==> src/rtl/lfsr_seg_pkg.sv <==
// Shared constants for the LFSR stepper: tap/seed defaults, FSM encodings and
// the hex 7-segment decode (bit0=a .. bit6=g, active-high).
package lfsr_seg_pkg;

  localparam logic [7:0] TAPS_DEFAULT       = 8'hB8;
  localparam logic [7:0] RESET_SEED_DEFAULT = 8'h01;

  typedef logic [1:0] state_t;

  localparam state_t ST_IDLE  = 2'd0;
  localparam state_t ST_RUN   = 2'd1;
  localparam state_t ST_PAUSE = 2'd2;

  function automatic logic [6:0] seg_decode(input logic [3:0] nib);
    case (nib)
      4'h0: return 7'h3F;
      4'h1: return 7'h06;
      4'h2: return 7'h5B;
      4'h3: return 7'h4F;
      4'h4: return 7'h66;
      4'h5: return 7'h6D;
      4'h6: return 7'h7D;
      4'h7: return 7'h07;
      4'h8: return 7'h7F;
      4'h9: return 7'h6F;
      4'hA: return 7'h77;
      4'hB: return 7'h7C;
      4'hC: return 7'h39;
      4'hD: return 7'h5E;
      4'hE: return 7'h79;
      default: return 7'h71;
    endcase
  endfunction

endpackage

==> src/rtl/sync_edge.sv <==
// Two-flop synchronizer for an asynchronous pin plus a one-cycle rising-edge
// pulse taken from the synchronized level against a third delay stage.
module sync_edge (
  input  logic clk,
  input  logic rst,
  input  logic pin,
  output logic level,
  output logic rise
);

  logic meta;
  logic sync;
  logic prev;

  // NOTE: sequential state uses non-blocking assignments so every flop samples
  // the pre-edge value of its source, which is what makes this a shift chain.
  always_ff @(posedge clk or posedge rst) begin
    if (rst) begin
      meta <= 1'b0;
      sync <= 1'b0;
      prev <= 1'b0;
    end else begin
      meta <= pin;
      sync <= meta;
      prev <= sync;
    end
  end

  assign level = sync;
  assign rise  = sync & ~prev;

endmodule

==> src/rtl/lfsr_seg_stepper.sv <==
// Maximal-length Fibonacci LFSR advanced free-running at a divided rate or by
// single steps, with a registered hex 7-segment view of the low nibble.
module lfsr_seg_stepper
  import lfsr_seg_pkg::*;
#(
  parameter int               WIDTH      = 8,
  parameter logic [WIDTH-1:0] TAPS       = TAPS_DEFAULT,
  parameter int               DIV_MAX    = 10_000_000,
  parameter logic [WIDTH-1:0] RESET_SEED = RESET_SEED_DEFAULT
) (
  input  logic             clk,
  input  logic             rst,
  input  logic             ena,
  input  logic [WIDTH-1:0] seed_in,
  input  logic             load,
  input  logic             run,
  input  logic             step,
  output logic [WIDTH-1:0] lfsr_out,
  output logic [6:0]       segments,
  output logic             dp,
  output logic             running
);

  localparam int PW = $clog2(DIV_MAX);
  localparam logic [PW-1:0] PRESC_LAST = PW'(DIV_MAX - 1);

  logic load_level, load_rise;
  logic step_level, step_rise;
  logic run_level, run_rise;
  logic unused_levels;

  sync_edge u_load (.clk(clk), .rst(rst), .pin(load), .level(load_level), .rise(load_rise));
  sync_edge u_step (.clk(clk), .rst(rst), .pin(step), .level(step_level), .rise(step_rise));
  sync_edge u_run  (.clk(clk), .rst(rst), .pin(run),  .level(run_level),  .rise(run_rise));

  assign unused_levels = ^{load_level, step_level, run_rise};

  logic [WIDTH-1:0] lfsr, lfsr_next;
  logic             dp_next;
  state_t           state, state_next;
  logic [PW-1:0]    presc, presc_next;
  logic             advance;

  // NOTE: every combinational output gets a default before any branch so no
  // path leaves it unassigned, which would otherwise infer a latch.
  always_comb begin
    lfsr_next  = lfsr;
    dp_next    = dp;
    state_next = state;
    presc_next = presc;
    advance    = 1'b0;

    if (ena) begin
      // A load edge owns the cycle: it suppresses any advance and state change.
      if (load_rise) begin
        lfsr_next  = (seed_in == '0) ? RESET_SEED : seed_in;
        presc_next = '0;
      end else begin
        case (state)
          ST_IDLE: begin
            if (run_level) begin
              state_next = ST_RUN;
              presc_next = '0;
            end else if (step_rise) begin
              advance    = 1'b1;
              state_next = ST_PAUSE;
            end
          end
          ST_RUN: begin
            if (!run_level) begin
              state_next = ST_PAUSE;
              presc_next = '0;
            end else if (presc == PRESC_LAST) begin
              advance    = 1'b1;
              presc_next = '0;
            end else begin
              presc_next = presc + 1'b1;
            end
          end
          ST_PAUSE: begin
            if (run_level) begin
              state_next = ST_RUN;
              presc_next = '0;
            end else if (step_rise) begin
              advance = 1'b1;
            end
          end
          default: state_next = ST_IDLE;
        endcase

        if (advance) begin
          lfsr_next = {lfsr[WIDTH-2:0], ^(lfsr & TAPS)};
          dp_next   = ~dp;
        end
      end
    end
  end

  // Segments are decoded from the next LFSR value so they line up with lfsr_out.
  always_ff @(posedge clk or posedge rst) begin
    if (rst) begin
      lfsr     <= RESET_SEED;
      dp       <= 1'b0;
      state    <= ST_IDLE;
      presc    <= '0;
      segments <= seg_decode(RESET_SEED[3:0]);
    end else begin
      lfsr     <= lfsr_next;
      dp       <= dp_next;
      state    <= state_next;
      presc    <= presc_next;
      segments <= seg_decode(lfsr_next[3:0]);
    end
  end

  assign lfsr_out = lfsr;
  assign running  = (state == ST_RUN);

endmodule

==> config.mk <==
export PLATFORM = sky130hd
export DESIGN_NAME = lfsr_seg_stepper
export DESIGN_NICKNAME = d
export VERILOG_FILES = /design/src/rtl/lfsr_seg_pkg.sv /design/src/rtl/sync_edge.sv /design/src/rtl/lfsr_seg_stepper.sv
export SDC_FILE = /design/constraint.sdc
export NUM_CORES = 1
export LEC_CHECK = 0
export ABC_AREA = 1
export CORE_MARGIN = 4
export CORE_UTILIZATION = 68
export DETAILED_ROUTE_END_ITERATION = 8
export DONT_BUFFER_PORTS = 1
export PLACE_DENSITY_LB_ADDON = 0.08
export RECOVER_POWER = 100
export SYNTH_ARGS = -nofsm -noshare
export SYNTH_HDL_FRONTEND = slang
export SYNTH_HIERARCHICAL = 1
export SYNTH_SLANG_ARGS = --single-unit
==> constraint.sdc <==
create_clock -name clk -period 4.7 [get_ports clk]
set_input_delay 0.94 -clock clk [delete_from_list [all_inputs] [get_ports clk]]
set_output_delay 0.94 -clock clk [all_outputs]
set_load 0.01 [all_outputs]
==> results of run 1 <==
==> worst paths after layout <==
check                                  from            to  slack [ns]
worst max-delay path               presc[1]   segments[3]        1.95
worst min-delay path            u_step/meta  u_step/level        0.35
worst max register to register     presc[1]   segments[3]        1.95
worst min register to register  u_step/meta  u_step/level        0.35
max in group asynchronous               rst   lfsr_out[6]        2.04
min in group asynchronous               rst    u_run/meta        0.37
==> sequential cells by signal, indices dropped and copies added (netlist names), 2 cells and up <==
name,flops
lfsr_out,8
presc,24
segments,7
state,2
==> routing by layer <==
| layer | up-vias | GRT usage (%) |
|---|---|---|
| met5 | - | 0 |
| met4 | 0 | 8.81 |
| met3 | 11 | 6.09 |
| met2 | 81 | 42.4 |
| met1 | 1092 | 27.9 |
| li1 | 1132 | - |
==> layout make-up <==
type                    count  area [µm²]  share of cell area (%)
clock inverters             1        5.00                   0.173
repair buffers              1        3.75                   0.129
clock buffers               7        86.3                    2.98
flip-flops and latches     50        1250                    43.3
well taps                  50        62.6                    2.16
inverters                  50         189                    6.51
multi-input cells         246        1300                    44.8
==> power breakdown <==
group / switching (µW) / internal (µW) / total (µW) / leakage (µW)
logic: 135 / 69.6 / 204 / 0.000709
registers: 59.8 / 483 / 543 / 0.000628
clock network: 139 / 119 / 258 / 0.0000482
==> through the flow <==
step	hold slack [ns]	setup slack [ns]	cells	util (%)	cell area, µm²
floorplan	0.331	2.34	351	-	2820
global placement	0.332	2.26	397	71.6	2860
detailed placement	0.336	2.26	397	71.6	2860
CTS	0.349	2.31	405	73.9	2960
global route	0.361	1.56	405	72.5	2900
finish	0.347	1.95	405	72.5	2900
==> worst max-delay path, stage by stage (launching register included) <==
cell and delay, ns:
dfrtp_1 0.38, ha_1 0.21, nand3_1 0.11, nor2_1 0.17
nand4_1 0.24, nand2_1 0.36, nand2_1 0.09, nand2_1 0.07
nand2_1 0.07, nand2_1 0.18, inv_1 0.12, ha_1 0.31
nand3_1 0.11, nand3_1 0.09, and2_0 0.15
==> cells in the final DEF, fill, tap and decap left out, types with 2 or more instances in the layout <==
cell type / n
a21oi_1: 14
inv_1: 45
o22ai_1: 3
nor2_1: 43
dfstp_1: 3
xor2_1: 3
nand3_2: 2
nor4_2: 2
o21ai_0: 10
nand4_1: 9
clkbuf_1: 2
nand2_2: 2
nor2_2: 2
inv_2: 4
nand2_4: 3
and2_0: 2
nor2_4: 3
clkbuf_8: 6
nand2_1: 82
xnor2_1: 4
dfrtp_1: 47
nand3_1: 30
nor3_1: 6
a31oi_1: 5
o21ai_1: 4
ha_1: 8
==> results.yml, run 1 <==
synthesis:
  synth_warnings: 6
  syn_nets: 373
  avgSynthCellArea_um2: 8.05
  syn_inst: 351
  synth_area_um2: 2820
clock_tree:
  cts_resized: 0
  numCtsBuffers: 5
  insertion_delay_ns: 0.30
  cts_tree: "yes"
  root_buffer: "clkbuf_8"
  holdBufCountCts: 0
  clkTransAtPathRegs_ns: 0.09
  clkSinkCount: 50
  cts_max_path_buffers: 2
  htreeDepth: 2
  postCtsSetupBuffers: 0
power_and_ir_drop:
  total_power_uw: 1000
  power_density_nw_per_um2: 346
  ir_worst_vdd_mv: 0.220
  cellLeakagePower_uw: 0.00138
setup_path:
  critPathCaptureType: "flop"
  critPathMaxFanout: 9
  reg2regPathDepth: 14
  path_class: "reg2reg"
  critPathRequiredTime_ns: 4.89
  start_kind: "flop"
  crit_arrival_ns: 2.95
place:
  dpl.hpwl_um: 4140
  place.gp.congestion: 0.879
  io_buffers: 0
global_routing:
  grt_use_total_pct: 23.9
  grt_pass1_vias: 2412
  grt_max_degree: 43
  antenna_found_initial: 0
  grt-ovfl-total: 0
  grt_pass1_wl_um: 9980
floorplanning:
  ios: 31
  fp.dieH_um: 72.4
  die-area_um2: 5250
  placement_rows: 23
  core_um2: 4000
  start_util_pct: 70.6
  die_w_um: 72.4
timing:
  drv_slew: 43
  setup_tns_ns: 0
  skew_ns: 0.0109
  setup_viol: 0
  rsz0062_at_grt: "false"
  period_needed_ns: 2.75
  worst_pin_slew_ns: 2.27
  hold_viol_final: 0
  max_freq_mhz: 363
  min_period_over_period_pct: 58.5
  slew-limit-headroom_pct: -51.6
routing:
  viasPerCell: 5.72
  wl_per_cell_um: 14.1
  wl_met3_um: 384
  antenna_left: 0
  drc: 0
  firstDrtPassIters: 5
  wl_met1_um: 2440
  dr.first_iter.drc_count: 185
  maxUsedRoutingLayer: "met4"
  wl_um: 5700
  route.met2.wl_um: 2790
  num_vias: 2316
status:
  violations: "capacitance limit, slew limit"
  status: "finished with violations"
layout:
  drive_above_1_share_pct: 8.73
  n_fill_cell: 314
  area_growth_pct: 2.70
  finalNetCount: 376
  antennaDiodeCount: 0
hold_path:
  hold_path_depth: 0
  worst_hold_path_type: "reg2reg"
flow_run:
  drv_cap: 1
Note: power is estimated with default switching activity, not from simulation.
==> inputs of run 2 (changes only) <==
--- a/config.mk
+++ b/config.mk
@@ -7,7 +7,7 @@
 export LEC_CHECK = 0
 export ABC_AREA = 1
 export CORE_MARGIN = 4
-export CORE_UTILIZATION = 68
+export CORE_UTILIZATION = 63
 export DETAILED_ROUTE_END_ITERATION = 8
 export DONT_BUFFER_PORTS = 1
 export PLACE_DENSITY_LB_ADDON = 0.08
==> constraint.sdc (replaced) <==
create_clock -name clk -period 2.6 [get_ports clk]
set_input_delay 0.52 -clock clk [delete_from_list [all_inputs] [get_ports clk]]
set_output_delay 0.52 -clock clk [all_outputs]
set_load 0.01 [all_outputs]
==> run 2 against run 1 <==
The flow now finishes without violations. Flip-flop and latch count did not move. Sequential power rose by 82%. Count of clock-buffer cells in the layout rose by 1.
==> results.yml, run 2 (synthesized netlist as in run 1, its figures left out) <==
hold_path:
  worst_hold_path_type: "in2reg"
  hold_path_depth: 0
timing:
  skew_ns: 0.00902
  worst_pin_slew_ns: 1.02
  setup_tns_ns: 0
  min_period_over_period_pct: 90.8
  setup_viol: 0
  max_freq_mhz: 424
  period_needed_ns: 2.36
  drv_slew: 0
  hold_viol_final: 0
  rsz0062_at_grt: "false"
  slew-limit-headroom_pct: 31.9
routing:
  dr.first_iter.drc_count: 145
  wl_um: 5570
  num_vias: 2250
  drc: 0
  firstDrtPassIters: 4
  antenna_left: 0
  wl_per_cell_um: 13.6
  viasPerCell: 5.49
layout:
  mostFrequentLayoutCells: "80 x nand2_1, 47 x dfrtp_1, 43 x inv_1"
  finalNetCount: 379
  area_growth_pct: 4.25
  final_core_util_pct: 67.6
  antennaDiodeCount: 0
  layout_commonest_cell: "nand2_1"
  max_flop_register: "presc"
  drive_above_1_share_pct: 10.9
  largest_reg_flops: 24
setup_path:
  crit_chain: "ha_1 -> nand3_1 -> nor2_2 -> nand4_4 -> nand2_4 -> nand2_1 -> nand2_1 -> nand2_1 -> nand2_2 -> inv_1 -> ha_1 -> nand3_1 -> nand3_1 -> and2_0"
  crit_path_max_incr_delay_ns: 0.38
  critPathCaptureType: "flop"
  path_depth: 14
  r2r_setup_slack_ns: 0.24
  critPathRequiredTime_ns: 2.79
  r2r-end: "segments[3]"
  path_buf_inv: 1
  start_kind: "flop"
  critPathMaxFanout: 9
  crit_family: "simple AND/OR/NAND/NOR gates"
  path_class: "reg2reg"
  timing.critical_path.slowest_stage_cell: "dfrtp_1"
  rr_startpoint: "presc[1]"
  endpoint: "segments[3]"
  reg2regPathDepth: 14
  critical_path.startpoint: "presc[1]"
  crit_arrival_ns: 2.56
status:
  status: "finished, final reports clean"
global_routing:
  grt-ovfl-total: 0
  grt_max_degree: 43
  grt_pass1_wl_um: 9540
  grt_use_total_pct: 22.2
  antenna_found_initial: 0
  grt_pass1_vias: 2127
floorplanning:
  fp.dieH_um: 75.0
  placement_rows: 24
  ios: 31
  start_util_pct: 64.9
  die-area_um2: 5620
  core_um2: 4350
  die_w_um: 75.0
clock_tree:
  clkSinkCount: 50
  insertion_delay_ns: 0.30
  cts_tree: "yes"
  postCtsSetupBuffers: 0
  cts_max_path_buffers: 2
  clkTransAtPathRegs_ns: 0.09
  root_buffer: "clkbuf_8"
  numCtsBuffers: 5
  htreeDepth: 2
place:
  dpl.hpwl_um: 4200
  io_buffers: 0
  place.gp.congestion: 0.834
power_and_ir_drop:
  total_power_uw: 1800
  power_density_nw_per_um2: 610
  ir_worst_vdd_mv: 0.483
  cellLeakagePower_uw: 0.00141
flow_run:
  drv_cap: 0
run 2: changes by cell type in the layout (fill, tap and decap cells not counted), moves of 2 or more:
cell | before | now
nor2_1 | 43 | 41
nor2_2 | 2 | 4
nand2_1 | 82 | 80
nand2_2 | 2 | 4
inv_1 | 45 | 43
inv_2 | 4 | 6
clkbuf_1 | 2 | 4
run 2: cell type report:
cell class | instances | area, µm²
well taps | 52 | 65.1
clock buffers | 8 | 80.1
flip-flops and latches | 50 | 1250
multi-input cells | 246 | 1330
repair buffers | 4 | 26.3
inverters | 50 | 189
fillers | 357 | 1410
run 2: through the flow:
stage | worst slack (ns) | instances | instance area (µm²) | hold slack, ns
after CTS | 0.252 | 410 | 2970 | 0.232
after global routing | 0.0290 | 410 | 2940 | 0.219
final | 0.240 | 410 | 2940 | 0.246
after detailed placement | 0.279 | 401 | 2880 | 0.267
after global placement | 0.351 | 401 | 2880 | 0.267
after floorplan | 0.464 | 351 | 2820 | 0.261
run 2: report_power, final:
part / internal [µW] / switching (µW) / leakage, µW / total [µW]
clock network: 192 / 238 / 0.0000395 / 429
logic: 129 / 250 / 0.000740 / 379
registers: 873 / 114 / 0.000628 / 987
run 2: what timing repair did:
action / 4_1_cts / 5_1_grt
hold endpoints to repair: 8 / 0
hold buffers: 1 / 0
gates resized for setup: 0 / 0
run 2: routing by layer:
layer  global-route usage, %  vias to the layer above  wire [µm]
met2                    36.3                       50       2650
met3                    5.47                       12        262
li1                        -                     1147          -
met5                       0                        -          0
met1                    27.2                     1041       2560
met4                    11.3                        0        106
run 2: worst min path at each step:
stage	start	to	slack, ns
after floorplan	rst	u_run/level	0.26
after global placement	rst	u_run/meta	0.27
after detailed placement	rst	u_run/level	0.27
after CTS	load	u_load/meta	0.23
after global routing	step	u_step/meta	0.22
final	run	u_run/meta	0.25
==> inputs of run 3 (changes only) <==
--- a/config.mk
+++ b/config.mk
@@ -12,6 +12,7 @@
 export DONT_BUFFER_PORTS = 1
 export PLACE_DENSITY_LB_ADDON = 0.08
 export RECOVER_POWER = 100
+export REMOVE_ABC_BUFFERS = 1
 export SYNTH_ARGS = -nofsm -noshare
 export SYNTH_HDL_FRONTEND = slang
 export SYNTH_HIERARCHICAL = 1
==> run 3 against run 2 <==
First-iteration DRC count shrank 23%. Die area is the same. Flip-flop and latch count is the same. Critical path depth is the same. Combinational power grew 3%. Core utilization grew 1.6 points. Register-to-register slack is essentially flat. Cell count is the same. Sequential power shrank 0.9%. Wire length shrank 0.11%. Hold slack lost 0.0025 ns. Largest power group unchanged.
==> results.yml, run 3 (synthesized netlist as in run 1, its figures left out) <==
setup_path:
  timing.critical_path.slowest_stage_cell: "dfrtp_1"
  critPathMaxFanout: 9
  critPathCaptureType: "flop"
  crit_path_max_incr_delay_ns: 0.37
  start_kind: "flop"
  reg2regPathDepth: 14
  path_depth: 14
  crit_family: "simple AND/OR/NAND/NOR gates"
  critPathMostFrequentCell: "nand2_1"
  critPathRequiredTime_ns: 2.84
  path_class: "reg2reg"
  crit_chain: "ha_1 -> nand3_1 -> nor2_2 -> nand4_4 -> nand2_4 -> nand2_1 -> nand2_1 -> nand2_1 -> nand2_2 -> inv_1 -> ha_1 -> nand3b_2 -> nand3_2 -> and2_1"
  crit_arrival_ns: 2.60
  path_buf_inv: 1
  r2r_setup_slack_ns: 0.24
layout:
  fin_cells: 410
  area_growth_pct: 6.65
  n_fill_cell: 371
  max_flop_register: "presc"
  layout_commonest_cell: "nand2_1"
  drive_above_1_share_pct: 12.0
  antennaDiodeCount: 0
  finalNetCount: 379
  multi_input_area_um2: 1340
  mostFrequentLayoutCells: "78 x nand2_1, 47 x dfrtp_1, 43 x inv_1"
  largest_reg_flops: 24
  final_core_util_pct: 69.2
  seq_area_um2: 1250
power_and_ir_drop:
  p_sw_uw: 614
  p_clk_share_pct: 32.7
  power_density_nw_per_um2: 674
  internal_power_uw: 1420
  ir_worst_vdd_mv: 0.420
  cellLeakagePower_uw: 0.00144
  seqPwrFrac_pct: 48.2
  p_sw_share_pct: 30.2
  p_comb_share_pct: 19.2
timing:
  slew-limit-headroom_pct: 30.3
  worst_pin_slew_ns: 1.05
  fin_ws_ns: 0.242
  max_freq_mhz: 424
  setup_viol: 0
  skew_ns: 0.00396
  hold_viol_final: 0
  drv_slew: 0
  rsz0062_at_grt: "false"
  setup_tns_ns: 0
  min_period_over_period_pct: 90.7
  period_needed_ns: 2.36
routing:
  num_vias: 2222
  wl_per_cell_um: 13.6
  wl_um: 5570
  firstDrtPassIters: 4
  viasPerCell: 5.42
  dr.first_iter.drc_count: 111
  drc: 0
  antenna_left: 0
floorplanning:
  core_um2: 4350
  start_util_pct: 64.9
  ios: 31
  die-area_um2: 5620
  die_w_um: 75.0
  placement_rows: 24
  fp.dieH_um: 75.0
clock_tree:
  cts_tree: "yes"
  clkTransAtPathRegs_ns: 0.09
  clkSinkCount: 50
  cts_max_path_buffers: 2
  postCtsSetupBuffers: 0
  root_buffer: "clkbuf_8"
  insertion_delay_ns: 0.30
  numCtsBuffers: 5
  cts_resized: 0
  htreeDepth: 2
global_routing:
  grt_pass1_vias: 2191
  grt-ovfl-total: 0
  grt_max_degree: 43
  antenna_found_initial: 0
  grt_pass1_wl_um: 9620
  grt_use_total_pct: 22.0
place:
  dp.cells: 401
  post-place-ws_ns: 0.276
  place.gp.congestion: 0.909
  io_buffers: 0
  dpl.hpwl_um: 4130
flow_run:
  drv_cap: 0
status:
  status: "finished, final reports clean"
hold_path:
  hold_path_depth: 0
  worst_hold_path_type: "in2reg"
-- run 3: changes by cell type in the layout (fill, tap and decap cells not counted), moves of 2 or more --
cell	delta
clkbuf_1	-3
bufinv_16	+2
nand2_1	-2
o21ai_0	-2
o21ai_1	+2
-- run 3: final timing paths --
path                                 to         from
setup / recovery            segments[3]     presc[1]
hold / removal               u_run/meta          run
setup reg to reg            segments[3]     presc[1]
hold reg to reg            u_step/level  u_step/meta
max in group asynchronous     presc[18]          rst
min in group asynchronous      presc[0]          rst
-- run 3: repair_timing --
action,4_1_cts,5_1_grt
hold buffers,1,0
hold endpoints to repair,8,0
setup endpoints to repair,0,0
-- run 3: cell type report --
cell class              instances  area share [%]
clock buffers                   6            2.74
clock inverters                 2            1.99
inverters                      50            6.27
multi-input cells             246            44.4
flip-flops and latches         50            41.7
well taps                      52            2.16
repair buffers                  4           0.789
-- run 3: power groups by stage --
stage | logic [µW] | registers (µW) | clock network, µW
after detailed placement | 397 | 1000 | 0
after global placement | 390 | 998 | 0
after CTS | 398 | 985 | 677
after floorplan | 314 | 979 | 0
after global routing | 448 | 995 | 705
final | 389 | 978 | 663
-- run 3: through the flow --
stage          area [µm²]  total power (µW)  hold slack [ns]
2_1_floorplan        2790              1290            0.261
3_3_place_gp         2880              1390            0.266
3_5_place_dp         2880              1400            0.272
4_1_cts              3030              2060            0.233
5_1_grt              3010              2150            0.222
6_report             3010              2030            0.243
-- run 3: routing by layer --
layer	wire length [µm]	global-route usage, %	vias to the layer above
met2	2730	36.9	48
met1	2550	27.3	1032
met5	0	0	-
met4	27	8.70	0
met3	259	5.21	2
li1	-	-	1140
